$ cat src/rtl/dump_ctrl_pkg.sv
// Shared types and widths for the dump-sustain timer initiator.
package dump_ctrl_pkg;

    localparam int unsigned SUSTAIN_W = 4;
    localparam int unsigned REP_W     = 8;

    typedef enum logic [2:0] {
        ST_IDLE = 3'd0,
        ST_LOAD = 3'd1,
        ST_ARM  = 3'd2,
        ST_WAIT = 3'd3,
        ST_GAP  = 3'd4,
        ST_DONE = 3'd5
    } state_e;

endpackage

$ cat src/rtl/dump_sustain_ctrl_sync.sv
// Two-flop synchronizer plus rising-edge register for clk_10k-domain status inputs.
module sync_rise_det (
    input  logic clk_sys,
    input  logic rst,
    input  logic d_async,
    output logic rise
);

    logic meta_q;
    logic sync_q;
    logic prev_q;

    always_ff @(posedge clk_sys) begin
        if (rst) begin
            meta_q <= 1'b0;
            sync_q <= 1'b0;
            prev_q <= 1'b0;
        end else begin
            meta_q <= d_async;
            sync_q <= meta_q;
            prev_q <= sync_q;
        end
    end

    assign rise = sync_q & ~prev_q;

endmodule

$ cat src/rtl/dump_sustain_ctrl.sv
// Initiator side of the dump-sustain timer handshake: load, arm, wait for the
// timer start indication and repeat a programmed number of times.
module dump_sustain_ctrl
    import dump_ctrl_pkg::*;
#(
    parameter int unsigned GAP_CYC     = 2500,
    parameter int unsigned TIMEOUT_CYC = 400000,
    parameter int unsigned CNT_W       = 19
) (
    input  logic                 clk_sys,
    input  logic                 rst,
    input  logic                 go,
    input  logic [SUSTAIN_W-1:0] sustain_cfg,
    input  logic [REP_W-1:0]     repeat_num,
    input  logic                 abort,
    input  logic                 timer_start,
    output logic                 load,
    output logic [SUSTAIN_W-1:0] dump_sustain_data,
    output logic                 state_start,
    output logic                 busy,
    output logic                 done,
    output logic                 err_timeout,
    output logic [REP_W-1:0]     cycle_cnt
);

    state_e               state_q, state_d;
    logic [SUSTAIN_W-1:0] data_q, data_d;
    logic [REP_W-1:0]     rep_q, rep_d;
    logic [REP_W-1:0]     cycle_q, cycle_d;
    logic [CNT_W-1:0]     cnt_q, cnt_d;
    logic                 err_q, err_d;
    logic                 load_q, load_d;
    logic                 start_q, start_d;
    logic                 busy_q, busy_d;
    logic                 done_q, done_d;

    logic                 ts_rise;
    logic [REP_W-1:0]     cycle_inc_c;
    logic                 timeout_hit_c;
    logic                 gap_end_c;

    sync_rise_det u_ts_sync (
        .clk_sys (clk_sys),
        .rst     (rst),
        .d_async (timer_start),
        .rise    (ts_rise)
    );

    assign cycle_inc_c   = (cycle_q == {REP_W{1'b1}}) ? cycle_q : cycle_q + REP_W'(1);
    assign timeout_hit_c = (cnt_q == CNT_W'(TIMEOUT_CYC - 1));
    assign gap_end_c     = (cnt_q == CNT_W'(GAP_CYC - 1));

    always_ff @(posedge clk_sys) begin
        if (rst) begin
            state_q <= ST_IDLE;
            data_q  <= '0;
            rep_q   <= '0;
            cycle_q <= '0;
            cnt_q   <= '0;
            err_q   <= 1'b0;
            load_q  <= 1'b0;
            start_q <= 1'b0;
            busy_q  <= 1'b0;
            done_q  <= 1'b0;
        end else begin
            state_q <= state_d;
            data_q  <= data_d;
            rep_q   <= rep_d;
            cycle_q <= cycle_d;
            cnt_q   <= cnt_d;
            err_q   <= err_d;
            load_q  <= load_d;
            start_q <= start_d;
            busy_q  <= busy_d;
            done_q  <= done_d;
        end
    end

    // Next-state and registered-output decode; abort takes priority over everything.
    always_comb begin
        state_d = state_q;
        data_d  = data_q;
        rep_d   = rep_q;
        cycle_d = cycle_q;
        cnt_d   = cnt_q;
        err_d   = err_q;

        if (abort && (state_q != ST_IDLE)) begin
            state_d = ST_IDLE;
        end else begin
            case (state_q)
                ST_IDLE: begin
                    if (go && !abort) begin
                        data_d  = sustain_cfg;
                        rep_d   = (repeat_num == '0) ? REP_W'(1) : repeat_num;
                        cycle_d = '0;
                        err_d   = 1'b0;
                        state_d = ST_LOAD;
                    end
                end
                ST_LOAD: state_d = ST_ARM;
                ST_ARM: begin
                    cnt_d   = '0;
                    state_d = ST_WAIT;
                end
                ST_WAIT: begin
                    cnt_d = cnt_q + CNT_W'(1);
                    // A start indication wins over a coincident timeout.
                    if (ts_rise) begin
                        cycle_d = cycle_inc_c;
                        if (cycle_inc_c == rep_q) begin
                            state_d = ST_DONE;
                        end else begin
                            cnt_d   = '0;
                            state_d = ST_GAP;
                        end
                    end else if (timeout_hit_c) begin
                        err_d   = 1'b1;
                        state_d = ST_DONE;
                    end
                end
                ST_GAP: begin
                    cnt_d = cnt_q + CNT_W'(1);
                    if (gap_end_c) begin
                        state_d = ST_ARM;
                    end
                end
                ST_DONE: state_d = ST_IDLE;
                default: state_d = ST_IDLE;
            endcase
        end

        load_d  = (state_d == ST_LOAD);
        start_d = (state_d == ST_ARM) || (state_d == ST_WAIT);
        busy_d  = (state_d != ST_IDLE);
        done_d  = (state_d == ST_DONE);
    end

    assign load              = load_q;
    assign dump_sustain_data = data_q;
    assign state_start       = start_q;
    assign busy              = busy_q;
    assign done              = done_q;
    assign err_timeout       = err_q;
    assign cycle_cnt         = cycle_q;

endmodule
$ cat config.mk
export PLATFORM = sky130hd
export DESIGN_NAME = dump_sustain_ctrl
export DESIGN_NICKNAME = d
export VERILOG_FILES = /design/src/rtl/dump_ctrl_pkg.sv /design/src/rtl/dump_sustain_ctrl_sync.sv /design/src/rtl/dump_sustain_ctrl.sv
export SDC_FILE = /design/constraint.sdc
export NUM_CORES = 1
export LEC_CHECK = 0
export ABC_AREA = 0
export CORE_UTILIZATION = 40
export CTS_CLUSTER_DIAMETER = 50
export CTS_CLUSTER_SIZE = 25
export DETAILED_ROUTE_END_ITERATION = 12
export PLACE_DENSITY = 0.6
export SETUP_SLACK_MARGIN = 0.1
export SYNTH_ARGS = -nofsm -noshare
export SYNTH_HDL_FRONTEND = slang
export SYNTH_HIERARCHICAL = 1
export SYNTH_SLANG_ARGS = --single-unit
$ cat constraint.sdc
create_clock -name clk_sys -period 3.3 [get_ports clk_sys]
set_clock_uncertainty 0.15 [all_clocks]
set_input_delay 0.99 -clock clk_sys [delete_from_list [all_inputs] [get_ports clk_sys]]
set_output_delay 0.99 -clock clk_sys [all_outputs]
set_load 0.03 [all_outputs]
**Yosys cells after proc, flatten, opt, wreduce, memory -nomap -nowiden**

Index checks and enable logic that the tools add are counted.

- Register bits: 50
- Input port bits: 17
- Word-level logic and storage cells: 67

- Add/subtract/negate cells: 2
- Equal/unequal tests: 16
- Muxes and demuxes: 19
- Bitwise gates (word level): 3
- Reductions and logical operators: 14

Operators with widths:

| cell | number |
|---|---|
| $pmux W19 S3 | 1 |
| $mux W19 | 2 |
| $mux W8 | 4 |
| $add A19 B1 Y19 const B | 1 |
| $eq A19 B12 Y1 const B | 1 |
| $eq A19 B19 Y1 const B | 1 |
| $pmux W8 S2 | 1 |
| $mux W3 | 5 |
| $pmux W3 S5 | 1 |
| $eq A3 B2 Y1 const B | 4 |
| $reduce_bool A3 Y1 | 3 |
| $add A8 B1 Y8 const B | 1 |
| $eq A8 B8 Y1 | 1 |
| $eq A8 B8 Y1 const B | 1 |
| $logic_not A8 Y1 | 1 |
| $ne A2 B2 Y1 const B | 4 |
| $eq A3 B1 Y1 const B | 2 |
| $eq A3 B3 Y1 const B | 2 |
| $reduce_and A5 Y1 | 1 |
| $mux W1 | 4 |
| $reduce_and A4 Y1 | 1 |
| $logic_not A3 Y1 | 1 |
| $reduce_and A3 Y1 | 1 |
| $logic_and A1 B1 Y1 | 2 |
| 7 further kinds | 8 |

**Depth between registers and ports, before layout**

Gate-level depths: netlist (run 1).

- Word-level depth: 9
- Depth in mapped cells: 9
- Gate-level depth less buffers: 7

**By module**

The synthesis (run 1) kept the hierarchy.

Modules (own cells, without submodules):

| module | times used | cells an instance | area an instance (µm²) |
|---|---|---|---|
| dump_sustain_ctrl | 1 | 307 | 2,592.5 |
| sync_rise_det | 1 | 7 | 87.6 |

**Worst setup path before layout (run 1)**

No wires, ideal clock.

- Kind: register -> register
- From: reg cycle_q[0] (netlist: cycle_cnt[0])
- To: reg cnt_q[0]
- Arrival time: 2.487 ns
- Required time: 3.069 ns
- Setup slack: 0.582 ns
- Cell stages (with the launch flop): 10
- Path buffers: 2
- Path through: dfxtp_1 -> ha_1 -> and4_1 -> buf_6 -> a21oi_1 -> a211o_1 -> a2111oi_4 -> nand4_2 -> buf_6 -> a211oi_2

- Longest elaborated chain between the ends: 6
- Elaborated cells on any way between the ends: 7

Ends and longest elaborated chain:

| what | RTL line | source |
|---|---|---|
| start, declared | dump_sustain_ctrl.sv:29 | `logic [REP_W-1:0] cycle_q, cycle_d;` |
| start signal, assigned | dump_sustain_ctrl.sv:69 | `cycle_q <= cycle_d;` |
| $add A8 B1 Y8 / $eq A8 B8 Y1 (equally long branches) | dump_sustain_ctrl.sv:49 | `assign cycle_inc_c = (cycle_q == {REP_W{1'b1}}) ? cycle_q : cycle_q + REP_W'(1);` |
| $mux W8 (*) | dump_sustain_ctrl.sv:49 |  |
| $eq A8 B8 Y1 (*) | dump_sustain_ctrl.sv:111 | `if (cycle_inc_c == rep_q) begin` |
| $mux W19 (*) | dump_sustain_ctrl.sv:111 |  |
| $mux W19 (*) | dump_sustain_ctrl.sv:109 | `if (ts_rise) begin` |
| $pmux W19 S3 (*) | dump_sustain_ctrl.sv:91 | `case (state_q)` |
| end signal, assigned | dump_sustain_ctrl.sv:70 | `cnt_q <= cnt_d;` |
| end, declared | dump_sustain_ctrl.sv:30 | `logic [CNT_W-1:0] cnt_q, cnt_d;` |

Mark *: on every way between the ends. The rest lies on a longest branch, timed or not.
A chain may end at the register's enable or synchronous reset.

**Worst setup path in the final report (run 1)**

- From: reg cycle_q[0] (netlist: cycle_cnt[0])
- To: reg cnt_q[9]

The elaborated chain is that of the path after synthesis.

==> impl_results.md, run 1 <==
* Setup CP Type: flip-flop to flip-flop
* Maximum vdd drop at 0.228 mV
* Worst-Margin Slew at 0.729 ns
* #FFs+latches synth at 50
* # IOs at 34
* Kind of path behind the tightest hold check: flip-flop to flip-flop
* Power per cell area at 405 nW/um^2
* FILL cells at 627
* CTS tree: yes
* Post-Syn Instances at 314
* R2R cell count at 8
* Fin cells at 419
* Main synth FF type: dfxtp_1
* Synth Net Count at 333
* Max Slew Vio Count at 0
* Gr usage total at 0.186
* Core Util, Final at 0.496
* GP Congestion at 0.847
* Vias in the first global route at 2271
* Worst path arrival time at 3.03 ns
* Worst Setup SP: cycle_cnt[0]
* CP startpoint kind: flip-flop
* Area grow syn2layout at 19.0%
* Worst Path Required at 3.36 ns
* Share of cells above drive strength 1 at 0.111
* CTS clk-pin slew, worst paths at 0.10 ns
* Netlist cell types at 51
* Pleak at 0.995 nW
* WHS Path Cells at 1
* Antenna viol nets, final at 0
* Clock Sinks at 50
* Core area at 6420 um^2
* Initial Util at 0.417
* Row count at 29
* Max_slew headroom at 0.514
* Postcts setup bufs at 0
* Critical Path Fanout Max at 23
* Post-synth EDFFs at 0
* Vias per cell at 5.60
* Crit end category: flip-flop
* IO buf count at 33
* Syn_area_per_cell at 8.54 um^2
* Dpl cells at 411
* Post-route DRC at 0
* Worst R2R End: cnt_q[9]
* DR WL/cell at 14.5 um
* Register area at 1000 um^2
* Final wirelength at 6060 um
* FF-to-FF Start: cycle_cnt[0]
* Cell Area, Synth at 2680 um^2
* First-pass GRT wire length at 10700 um
* Root Driver: clkbuf_8
* Final net count at 360
* H-tree level count at 2
* Clock latency on the worst-skew pair at 0.30 ns
* Status: finished clean
* Max-cap violation count at 0
* FMAX at 337 MHz
* Hold-fix buffers, CTS at 0
* Design area at 3190 um^2
* Die ar. at 7030 um^2
* Antenna cell count at 0
* Final Hold Vio Count at 0
* Worst hold start: u_ts_sync/meta_q
* Antenna violations before repair at 0
* FF-to-FF setup slack at 0.33 ns
* Placed Area at 3050 um^2
* PostCTS Resize Cnt at 0
* Cts bufs inserted at 5
* Setup TNS at 0 ns
* Setup repair after global routing missed its margin: false
* Endpoints failing setup at 0
* DR iter-0 viols at 109
* Via count at 2348
* Crit path time final at 2.97 ns
* Post-synthesis sequential area ratio at 0.373
* Largest net degree at the start of global routing at 36
* Chip Width at 83.9 um
* Yosys warns at 6
* Area of the multi-input gates at 1560 um^2
* Tcrit/Tclk final at 0.900
* Die Y at 83.9 um
* FFs w/ async S/R, synth at 0
* Min-Delay Endpoint: u_ts_sync/sync_q
* TritonRoute pass-1 iters at 4
* Longest Clk Path Bufs at 2
* Grt ovf at 0
* Hpwl dp at 4320 um
through the flow:
step / power [mW] / worst slack (ns) / hold slack, ns
floorplan: 0.729 / 0.582 / 0.264
global placement: 0.782 / 0.363 / 0.283
detailed placement: 0.782 / 0.313 / 0.281
CTS: 1.31 / 0.357 / 0.304
global route: 1.35 / 0.111 / 0.324
finish: 1.29 / 0.329 / 0.300
synth_stat cells, drive strengths merged (5+ instances only):
| cell type | instances | area share |
|---|---|---|
| dfxtp | 50 | 0.37 |
| nand2 | 37 | 0.052 |
| a21oi | 31 | 0.059 |
| a211oi | 22 | 0.092 |
| nor2 | 22 | 0.031 |
| xnor2 | 18 | 0.059 |
| nand3 | 16 | 0.030 |
| nor3 | 13 | 0.024 |
| clkbuf | 11 | 0.015 |
| and3 | 8 | 0.019 |
| buf | 7 | 0.020 |
| inv | 7 | 0.0098 |
| nor2b | 7 | 0.017 |
| xor2 | 7 | 0.023 |
| nand4 | 5 | 0.014 |
| nor4 | 5 | 0.012 |
| o21ai | 5 | 0.0093 |
area by class of cell:
type,count,share of cell area
clock buffers,6,0.0259
well taps,77,0.0302
repair buffers,38,0.114
clock inverters,2,0.0188
flip-flops and latches,50,0.314
multi-input cells,239,0.489
inverters,7,0.00824
power by group:
part | internal, mW | switching, mW | total (mW)
Combinational | 0.0577 | 0.0780 | 0.136
Clock | 0.323 | 0.200 | 0.523
Sequential | 0.619 | 0.0123 | 0.632
critical path, cell delays in order (launching register included):
cell	delay [ns]
dfxtp_1	0.50
ha_1	0.38
and4_1	0.43
a21oi_1	0.14
a211o_1	0.32
a2111oi_4	0.34
nand4_2	0.10
buf_4	0.26
a211oi_1	0.24
sequential cells by signal (all words and copies together), names as in the netlist, 3 cells and up:
name,count
cnt_q,19
cycle_cnt,8
dump_sustain_data,4
rep_q,8
state_q,3
per-layer routing:
layer  global-route usage  wire length [um]  vias to the layer above
met2                0.300              2720                       56
met1                0.252              2970                     1093
met4               0.0486                84                        0
met5                    0                 0                        -
met3               0.0415               288                       10
li1                     -                 -                     1189
cells by family (layout without fill, tap and decap cells):
family | count (synthesis) | in the layout | share of synthesized area
buffers and inverters | 25 | 53 | 0.0448
multiplexers | 1 | 1 | 0.00373
adder cells (fa/ha/maj) | 2 | 2 | 0.00934
flip-flops | 50 | 50 | 0.373
AND/OR/NAND/NOR | 129 | 129 | 0.244
AO/OA/AOI/OAI | 82 | 82 | 0.243
XOR/XNOR | 25 | 25 | 0.0817
cell usage in the layout (no fill, tap or decap), types with 7 or more instances in the layout:
cell             Yosys  final
xnor2_1             18     18
nand3_1             16     16
nor3_1              13     13
and3_1               8      8
xor2_1               7      7
dfxtp_1             50     50
clkdlybuf4s50_1      0     32
inv_1                7      7
nand2_1             37     37
a21oi_1             30     30
nor2_1              22     22
a211oi_2            16     16
worst max-delay path by stage:
stage | endpoint | slack [ns] | depth (start not counted)
6_report | cnt_q[9] | 0.33 | 8
5_1_grt | cnt_q[11] | 0.11 | 8
4_1_cts | cnt_q[11] | 0.36 | 8
3_5_place_dp | cnt_q[18] | 0.31 | 6
3_3_place_gp | cnt_q[18] | 0.36 | 6
2_1_floorplan | cnt_q[0] | 0.58 | 9
Power figures use the tool's default switching activity.
==> inputs of run 2 (changes only) <==
Settings changed: CORE_UTILIZATION 40 to 53, PLACE_DENSITY 0.6 to 0.76, SETUP_SLACK_MARGIN 0.1 to default.
==> run 2 against run 1 <==
Global-route usage is 4.7 points higher. Non-clock buffer count is 1 higher. Combinational power hardly changed. Flip-flop and latch count stayed put. Maximum frequency is 4.8% higher. Total power is 6.1% lower. Worst hold slack better by 0.0028 ns. First-iteration DRC count is 7.3% lower. Sequential share of layout area is 0.34 points higher.
==> impl_results.md, run 2 (synthesis results as in run 1) <==
* Status: finished clean (unchanged)
* Root Driver: clkbuf_8 (unchanged)
* Clock Sinks at 50 (unchanged)
* FF-to-FF Start: cycle_cnt[1] (was cycle_cnt[0])
* Max_slew headroom at 0.599 (was 0.514)
* Grt ovf at 0 (unchanged)
* DR iter-0 viols at 101 (was 109)
* Reg with most FFs: cnt_q (unchanged)
* Final wirelength at 5800 um (was 6060 um)
* IO buf count at 33 (unchanged)
* Row count at 25 (was 29)
* Post-route DRC at 0 (unchanged)
* WHS Path Cells at 1 (unchanged)
* Share of cells above drive strength 1 at 0.114 (was 0.111)
* Power per cell area at 384 nW/um^2 (was 405 nW/um^2)
* Vias per cell at 5.79 (was 5.60)
* Setup TNS at 0 ns (unchanged)
* Pre-CTS WS at 0.310 ns (was 0.313 ns)
* Antenna cell count at 0 (unchanged)
* CTS clk-pin slew, worst paths at 0.10 ns (about the same)
* Longest Clk Path Bufs at 2 (unchanged)
* Crit path time final at 2.83 ns (was 2.97 ns)
* Hpwl dp at 4110 um (was 4320 um)
* PostCTS Resize Cnt at 0 (unchanged)
* # IOs at 34 (unchanged)
* Worst path arrival time at 2.91 ns (was 3.03 ns)
* Max-cap violation count at 0 (unchanged)
* Core area at 4790 um^2 (was 6420 um^2)
* Final worst slack at 0.466 ns (was 0.329 ns)
* Endpoints failing setup at 0 (unchanged)
* Max Slew Vio Count at 0 (unchanged)
* Initial Util at 0.560 (was 0.417)
* Worst Path Required at 3.38 ns (was 3.36 ns)
* Gr usage total at 0.234 (was 0.186)
* Final net count at 361 (was 360)
* Chip Width at 73.1 um (was 83.9 um)
* Largest net degree at the start of global routing at 31 (was 36)
* CTS tree: yes (unchanged)
* Antenna violations before repair at 0 (unchanged)
* Postcts setup bufs at 0 (unchanged)
* Worst hold start: u_ts_sync/meta_q (unchanged)
* Crit end category: flip-flop (unchanged)
* Worst R2R End: cnt_q[10] (was cnt_q[9])
* Setup repair after global routing missed its margin: false (unchanged)
* Via count at 2373 (was 2348)
* Pleak at 0.980 nW (was 0.995 nW)
* Antenna viol nets, final at 0 (unchanged)
* Critical Path Fanout Max at 23 (unchanged)
* DR WL/cell at 14.1 um (was 14.5 um)
* Area grow syn2layout at 17.7% (was 19.0%)
* TritonRoute pass-1 iters at 4 (unchanged)
* Die Y at 73.1 um (was 83.9 um)
* Most common cell after layout, fill and taps aside: dfxtp_1 (unchanged)
* First-pass GRT wire length at 9740 um (was 10700 um)
* Tcrit/Tclk final at 0.859 (was 0.900)
* Hold-fix buffers, CTS at 0 (unchanged)
* Vias in the first global route at 2139 (was 2271)
* Worst path slowest cell: dfxtp_1 (unchanged)
* CP startpoint kind: flip-flop (unchanged)
* Largest register FFs at 19 (unchanged)
* Kind of path behind the tightest hold check: flip-flop to flip-flop (unchanged)
* Min-Delay Endpoint: u_ts_sync/sync_q (unchanged)
* H-tree level count at 2 (unchanged)
* FMAX at 353 MHz (was 337 MHz)
* GP Congestion at 0.904 (was 0.847)
* Final Hold Vio Count at 0 (unchanged)
* Worst-Margin Slew at 0.601 ns (was 0.729 ns)
* Max incr delay on CP at 0.45 ns (was 0.50 ns)
* Clock latency on the worst-skew pair at 0.32 ns (was 0.30 ns)
* FF-to-FF setup slack at 0.47 ns (was 0.33 ns)
* Setup CP Type: flip-flop to flip-flop (unchanged)
* Die ar. at 5350 um^2 (was 7030 um^2)
* Maximum vdd drop at 0.248 mV (was 0.228 mV)
* Commonest non-fill, non-tap cells in the layout: dfxtp_1, nand2_1, clkdlybuf4s50_1, a21oi_1, nor2_1 (unchanged)
* Critical-path cell list: ha_1, and4_1, a21oi_1, a211o_1, a2111oi_4, nand4_2, buf_4, a211oi_1 (unchanged)
* Cts bufs inserted at 5 (unchanged)
* R2R cell count at 8 (unchanged)
## run 2: changes by cell type in the layout (fill, tap and decap cells not counted)
cell | previous run | this run
clkinvlp_4 | 0 | 2
buf_4 | 5 | 6
bufinv_16 | 2 | 1
clkbuf_8 | 6 | 5
## run 2: report_power, final
part / switching (mW) / total, mW / internal, mW
clock: 0.219 / 0.445 / 0.226
combinational: 0.0770 / 0.135 / 0.0577
sequential: 0.0124 / 0.632 / 0.619
## run 2: worst max-delay path by stage
| stage | slack [ns] | to | startpoint | cells after the start |
|---|---|---|---|---|
| 4_1_cts | 0.46 | cnt_q[10] | cycle_cnt[1] | 8 |
| 6_report | 0.47 | cnt_q[10] | cycle_cnt[1] | 8 |
| 3_3_place_gp | 0.36 | cnt_q[15] | abort | 6 |
| 5_1_grt | 0.26 | cnt_q[11] | cycle_cnt[1] | 8 |
| 2_1_floorplan | 0.58 | cnt_q[0] | cycle_cnt[0] | 9 |
| 3_5_place_dp | 0.31 | cnt_q[15] | abort | 6 |
## run 2: routing by layer
layer	track usage	vias up	part of all wire	wire length [um]
met5	0	-	0	0
met4	0.0893	0	0.018	103
met3	0.0373	8	0.034	196
met2	0.385	60	0.46	2680
met1	0.305	1109	0.49	2820
li1	-	1196	-	-
## run 2: area by class of cell
type	instances	area [um^2]
timing repair buffer	39	370
inverter	7	26.3
tap	67	83.8
sequential	50	1000
multi-input combinational	239	1560
fill	433	1630
clock inverter	3	45.0
clock buffer	5	68.8
## run 2: worst max-delay path, delay by kind of cell (launching register included)
| kind | cells | cell delay [ns] |
|---|---|---|
| DFF | 1 | 0.45 |
| AOI/OAI and AO/OA | 4 | 1.00 |
| buffers and inverters | 1 | 0.25 |
| and+or+nand+nor | 2 | 0.52 |
| adders and majority gates | 1 | 0.37 |
## run 2: stage by stage
stage | instances | hold slack, ns | power, mW | cell area, um^2 | util
final | 410 | 0.303 | 1.21 | 3150 | 0.659
after global routing | 410 | 0.325 | 1.25 | 3150 | 0.659
after CTS | 410 | 0.308 | 1.22 | 3150 | 0.659
after detailed placement | 402 | 0.281 | 0.780 | 3040 | 0.635
after global placement | 402 | 0.267 | 0.778 | 3040 | 0.635
after floorplan | 314 | 0.264 | 0.729 | 2680 | -
==> RTL edit 1, RTL diff (settings of run 2) <==
The parameter `CNT_W` goes from 19 to 23.
--- a/src/rtl/dump_sustain_ctrl.sv
+++ b/src/rtl/dump_sustain_ctrl.sv
@@ -5,7 +5,7 @@
 #(
     parameter int unsigned GAP_CYC     = 2500,
     parameter int unsigned TIMEOUT_CYC = 400000,
-    parameter int unsigned CNT_W       = 19
+    parameter int unsigned CNT_W       = 23
 ) (
     input  logic                 clk_sys,
     input  logic                 rst,
Formal check against the unedited RTL: no difference found for any inputs over 10 cycles, from zero or initial values and one cycle with rst high; that may be too few to reach the edited logic, so the function may still have changed.
==> RTL edit 1 against run 2 <==
Wire length up 25%; area after synthesis grew 11%; final area increased by 9.9%; worst setup slack got worse by 0.077 ns; sequential power rose by 8.2%; critical path type unchanged; sequential cell count is 4 higher; power decreased by 0.99%; non-clock buffer count is 5 higher.
==> RTL edit 1: results (changes against run 2) <==
* Outcome: complete, no violations (unchanged)
* Initial DRC Count at 215 (was 101)
* ANT cells at 0 (unchanged)
* Post-synth top cells: 54 x dfxtp_1, 34 x nand2_1, 30 x a21oi_1, 29 x nor2_1, 25 x a211oi_1 (was 50 x dfxtp_1, 37 x nand2_1, 30 x a21oi_1, 22 x nor2_1, 18 x xnor2_1)
* Count of cell types in the netlist at 55 (was 51)
* DP Worst Slack at 0.426 ns (was 0.310 ns)
* CP max FO at 11 (was 23)
* Layout cells sized above 1 at 6.75% (was 11.4%)
* Dominant cells by area after synthesis: dfxtp_1 36%, a211oi_1 6.3%, a21oi_1 5.1% (was dfxtp_1 37%, a211oi_2 7.5%, xnor2_1 5.9%)
* Complex-gate fraction of the synthesized area at 22.4% (was 24.3%)
* GRT Overall Usage at 26.2% (was 23.4%)
* Mux share of post-synthesis cell area at 0% (was 0.373%)
* Adder-Cell Fraction of Synth Area at 0.842% (was 0.934%)
* Final WL at 7270 µm (was 5800 µm)
* Pleak at 1.11 nW (was 0.980 nW)
* Routability cong. at 1.01 (was 0.904)
* Largest net degree at the start of global routing at 30 (was 31)
* Synth Area in XOR/XNOR at 7.37% (was 8.17%)
* Slowest cell on crit path: or4_4 (was dfxtp_1)
* Synth top area share at 36.4% (was 37.3%)
* Min-delay worst type: flop to flop (unchanged)
* DRT antenna net count at 0 (unchanged)
* Critical path's top delay family: compound AO/OA/AOI/OAI gates (unchanged)
* Syn_nets at 391 (was 333)
* Max reg flops at 23 (was 19)
* Number of global-route vias before repair at 2684 (was 2139)
* Seq/Total Area, Yosys at 36.4% (was 37.3%)
* Initial antenna violation count at 0 (unchanged)
* Filler cell count at 475 (was 433)
* DR vias/cell at 6.19 (was 5.79)
* Final net count at 418 (was 361)
* First-pass GRT wire length at 12500 µm (was 9740 µm)
* Asr flop ratio synth at 0% (unchanged)
* H-Tree Depth at 2 (unchanged)
* Worst VDD drop at 0.000221 V (was 0.000248 V)
* HPWL after DPL at 5260 µm (was 4110 µm)
* CP arrival at 3.00 ns (was 2.91 ns)
* Worst slew pin tran at 0.541 ns (was 0.601 ns)
* Critical Path Max Stage Delay at 0.54 ns (was 0.45 ns)
RTL edit 1: cell families after synthesis:
group	Yosys count
AO/OA/AOI/OAI	98
XOR/XNOR	25
adder cells (fa/ha/maj)	2
buffers and inverters	33
flip-flops	54
AND/OR/NAND/NOR	160
RTL edit 1: worst paths after layout:
| kind | startpoint | to | slack, ns | depth (start not counted) |
|---|---|---|---|---|
| hold / removal | dump_sustain_data[1] | dump_sustain_data[1] | 0.31 | 2 |
| setup reg to reg | cycle_cnt[0] | cnt_q[0] | 0.39 | 7 |
| setup / recovery | cycle_cnt[0] | cnt_q[0] | 0.39 | 7 |
| hold reg to reg | dump_sustain_data[1] | dump_sustain_data[1] | 0.31 | 2 |
RTL edit 1: report_power, final:
part	leakage [nW]	switching [W]	internal, W
Combinational	0.627	0.0000812	0.0000631
Clock	0.0452	0.000221	0.000150
Sequential	0.437	0.0000163	0.000667
RTL edit 1: layout make-up:
class	count	area share (%)
clock inverters	2	0.397
flip-flops and latches	54	31.2
repair buffers	44	11.9
inverters	9	0.974
multi-input cells	285	50.9
clock buffers	6	2.09
well taps	70	2.53
RTL edit 1: layer usage:
metal	GRT usage, %	routed length [µm]
met1	37.2	3600
met2	39.8	3140
met3	4.40	398
met4	8.85	121
met5	0	0
RTL edit 1: worst min-delay path: stages, from the launching register on:
cell,delay (ns)
dfxtp_1,0.32
nand2_1,0.05
a21oi_1,0.05
RTL edit 1: per-stage QoR:
stage	util, %	total power, W	instances	hold WS, ns	instance area (µm²)
2_1_floorplan	-	0.000782	372	0.264	2970
3_3_place_gp	64.5	0.000840	462	0.273	3380
3_5_place_dp	64.5	0.000842	462	0.298	3380
4_1_cts	66.2	0.00121	470	0.311	3470
5_1_grt	66.2	0.00125	470	0.323	3470
6_report	66.2	0.00120	470	0.308	3470
==> RTL edit 2, RTL diff (settings of run 2) <==
Made on the original files. `data_q` no longer has a reset.
--- a/src/rtl/dump_sustain_ctrl.sv
+++ b/src/rtl/dump_sustain_ctrl.sv
@@ -53,7 +53,6 @@
     always_ff @(posedge clk_sys) begin
         if (rst) begin
             state_q <= ST_IDLE;
-            data_q  <= '0;
             rep_q   <= '0;
             cycle_q <= '0;
             cnt_q   <= '0;
@@ -64,7 +63,6 @@
             done_q  <= 1'b0;
         end else begin
             state_q <= state_d;
-            data_q  <= data_d;
             rep_q   <= rep_d;
             cycle_q <= cycle_d;
             cnt_q   <= cnt_d;
@@ -74,6 +72,10 @@
             busy_q  <= busy_d;
             done_q  <= done_d;
         end
+    end
+
+    always_ff @(posedge clk_sys) begin
+        data_q <= data_d;
     end
 
     // Next-state and registered-output decode; abort takes priority over everything.
Formal check against the unedited RTL: not equivalent (a bounded check fails within 4 cycles, from zero or initial values and one cycle with rst high).
==> RTL edit 2 against run 2 <==
Sequential power rose by 2%; power rose by 1.2%; sequential cell count did not move; die area fell by 1.4%; final area fell by 0.91%; worst setup slack got worse by 0.062 ns; wire length rose by 3.4%; global-route usage rose by 1.7 points; area after synthesis fell by 1.4%; synthesized cell count fell by 2.2%; core utilization fell by 0.17 points.
==> RTL edit 2: results (changes against run 2) <==
* CP arrival at 2.99 ns (was 2.91 ns)
* Asr flop ratio synth at 0% (unchanged)
* DP Worst Slack at 0.161 ns (was 0.310 ns)
* FF-to-FF setup slack at 0.40 ns (was 0.47 ns)
* GRT Overall Usage at 25.1% (was 23.4%)
* HPWL after DPL at 4260 µm (was 4110 µm)
* PD cells at 392 nW/µm² (was 384 nW/µm²)
* Seq. pwr at 0.000642 W (was 0.000632 W)
* Clock-pin slew on the worst setup and hold paths at 0.09 ns
* Layout cells sized above 1 at 11.2% (was 11.4%)
* CP max FO at 17 (was 23)
* Min-delay worst type: flop to flop (unchanged)
* R2R cell count at 8 (unchanged)
* Syn_nets at 326 (was 333)
* Count of cell types in the netlist at 63 (was 51)
* HP Start: u_ts_sync/meta_q (unchanged)
* Routability cong. at 0.919 (was 0.904)
* Worst VDD drop at 0.000274 V (was 0.000248 V)
* H-Tree Depth at 2 (unchanged)
* Inverter count at 9 (was 7)
* Yosys reg bits at 50 (unchanged)
* Port bufs at 33 (unchanged)
* Initial DRC Count at 255 (was 101)
* Clk_lat worst skew at 0.31 ns
* Total CTS buffers at 5 (unchanged)
* Number of global-route vias before repair at 2179 (was 2139)
* Seq/Total Area, Yosys at 39.4% (was 37.3%)
* Most flops, register: cnt_q (unchanged)
* Area of placed instances at 3010 µm² (was 3040 µm²)
* Final WL at 5990 µm (was 5800 µm)
* Filler cell count at 404 (was 433)
* Combinational fraction of design power at 11.4% (was 11.1%)
* Hold path cells at 1 (unchanged)
* Post-CTS setup buffers at 0 (unchanged)
* Register area at 1040 µm² (was 1000 µm²)
* Non-clock buffer area fraction after layout at 11.8% (was 11.7%)
* Largest net degree at the start of global routing at 18 (was 31)
* RR Endpoint: cnt_q[15] (was cnt_q[10])
* Pleak at 1.05 nW (was 0.980 nW)
* Fraction of area in multi-input gates at 47.6% (was 49.4%)
* Non-Clock Buffer Count at 38 (was 39)
* Post_cts resized at 0 (unchanged)
* DR vias/cell at 5.81 (was 5.79)
* Max reg flops at 19 (unchanged)
* Critical Path Max Stage Delay at 0.47 ns (was 0.45 ns)
* First-pass GRT wire length at 10300 µm (was 9740 µm)
* ClkCell Share at 3.56% (was 3.61%)
* Dominant cells by area after synthesis: dfxtp_1 35%, edfxtp_1 4.5%, nand2_1 4.1% (was dfxtp_1 37%, a211oi_2 7.5%, xnor2_1 5.9%)
* #MultiIn Comb at 234 (was 239)
* Outcome: complete, no violations (unchanged)
* Post-synth top cells: 46 x dfxtp_1, 29 x nand2_1, 28 x nor2_1, 20 x a21oi_1, 13 x nor3_1 (was 50 x dfxtp_1, 37 x nand2_1, 30 x a21oi_1, 22 x nor2_1, 18 x xnor2_1)
* Warnings, synthesis at 6 (unchanged)
* Post-synth EDFFs at 4 (was 0)
* Final net count at 357 (was 361)
* Relative slew margins at 58.7% (was 59.9%)
* Switching pwr at 0.000311 W (was 0.000308 W)
==> RTL edit 2: per-layer routing <==
layer  global-route usage, %  wire, µm  vias up
li1                        -         -     1175
met2                    37.4      2650       69
met5                       0         0        -
met4                    8.06        85        0
met3                    6.63       373       12
met1                    35.4      2880     1103
==> RTL edit 2: how the worst max path moves through the flow <==
stage / from / end / slack, ns / cells past startpoint
after CTS: cycle_cnt[0] / cnt_q[15] / 0.40 / 8
final: cycle_cnt[1] / cnt_q[15] / 0.40 / 8
after detailed placement: abort / cnt_q[17] / 0.16 / 7
after floorplan: cycle_cnt[0] / cnt_q[3] / 0.69 / 10
after global placement: abort / cnt_q[17] / 0.20 / 7
after global routing: cycle_cnt[1] / cnt_q[15] / 0.13 / 8
==> RTL edit 2: kinds of logic (layout without fill, tap and decap cells) <==
logic type	after synthesis	in the layout	share of synthesized area, %
compound gates	65	65	18.2
simple gates	147	147	30.5
xor+xnor	19	19	6.30
buf+inv	23	55	4.26
mux	1	1	0.379
fa+ha+maj	2	2	0.947
flops	50	50	39.4
==> RTL edit 2: critical path, delay by kind of cell, from the launching register on <==
family | cells | cell delay (ns)
AOI/OAI and AO/OA | 2 | 0.42
and+or+nand+nor | 5 | 1.39
adders and majority gates | 1 | 0.39
DFF | 1 | 0.47
==> RTL edit 2: per-stage QoR <==
stage / utilization (%) / hold WS, ns / cells / power [W]
final: 65.7 / 0.304 / 406 / 0.00123
after global routing: 65.7 / 0.339 / 406 / 0.00127
after CTS: 65.7 / 0.312 / 406 / 0.00123
after detailed placement: 63.4 / 0.287 / 398 / 0.000794
after global placement: 63.4 / 0.275 / 398 / 0.000792
after floorplan: - / 0.264 / 307 / 0.000738
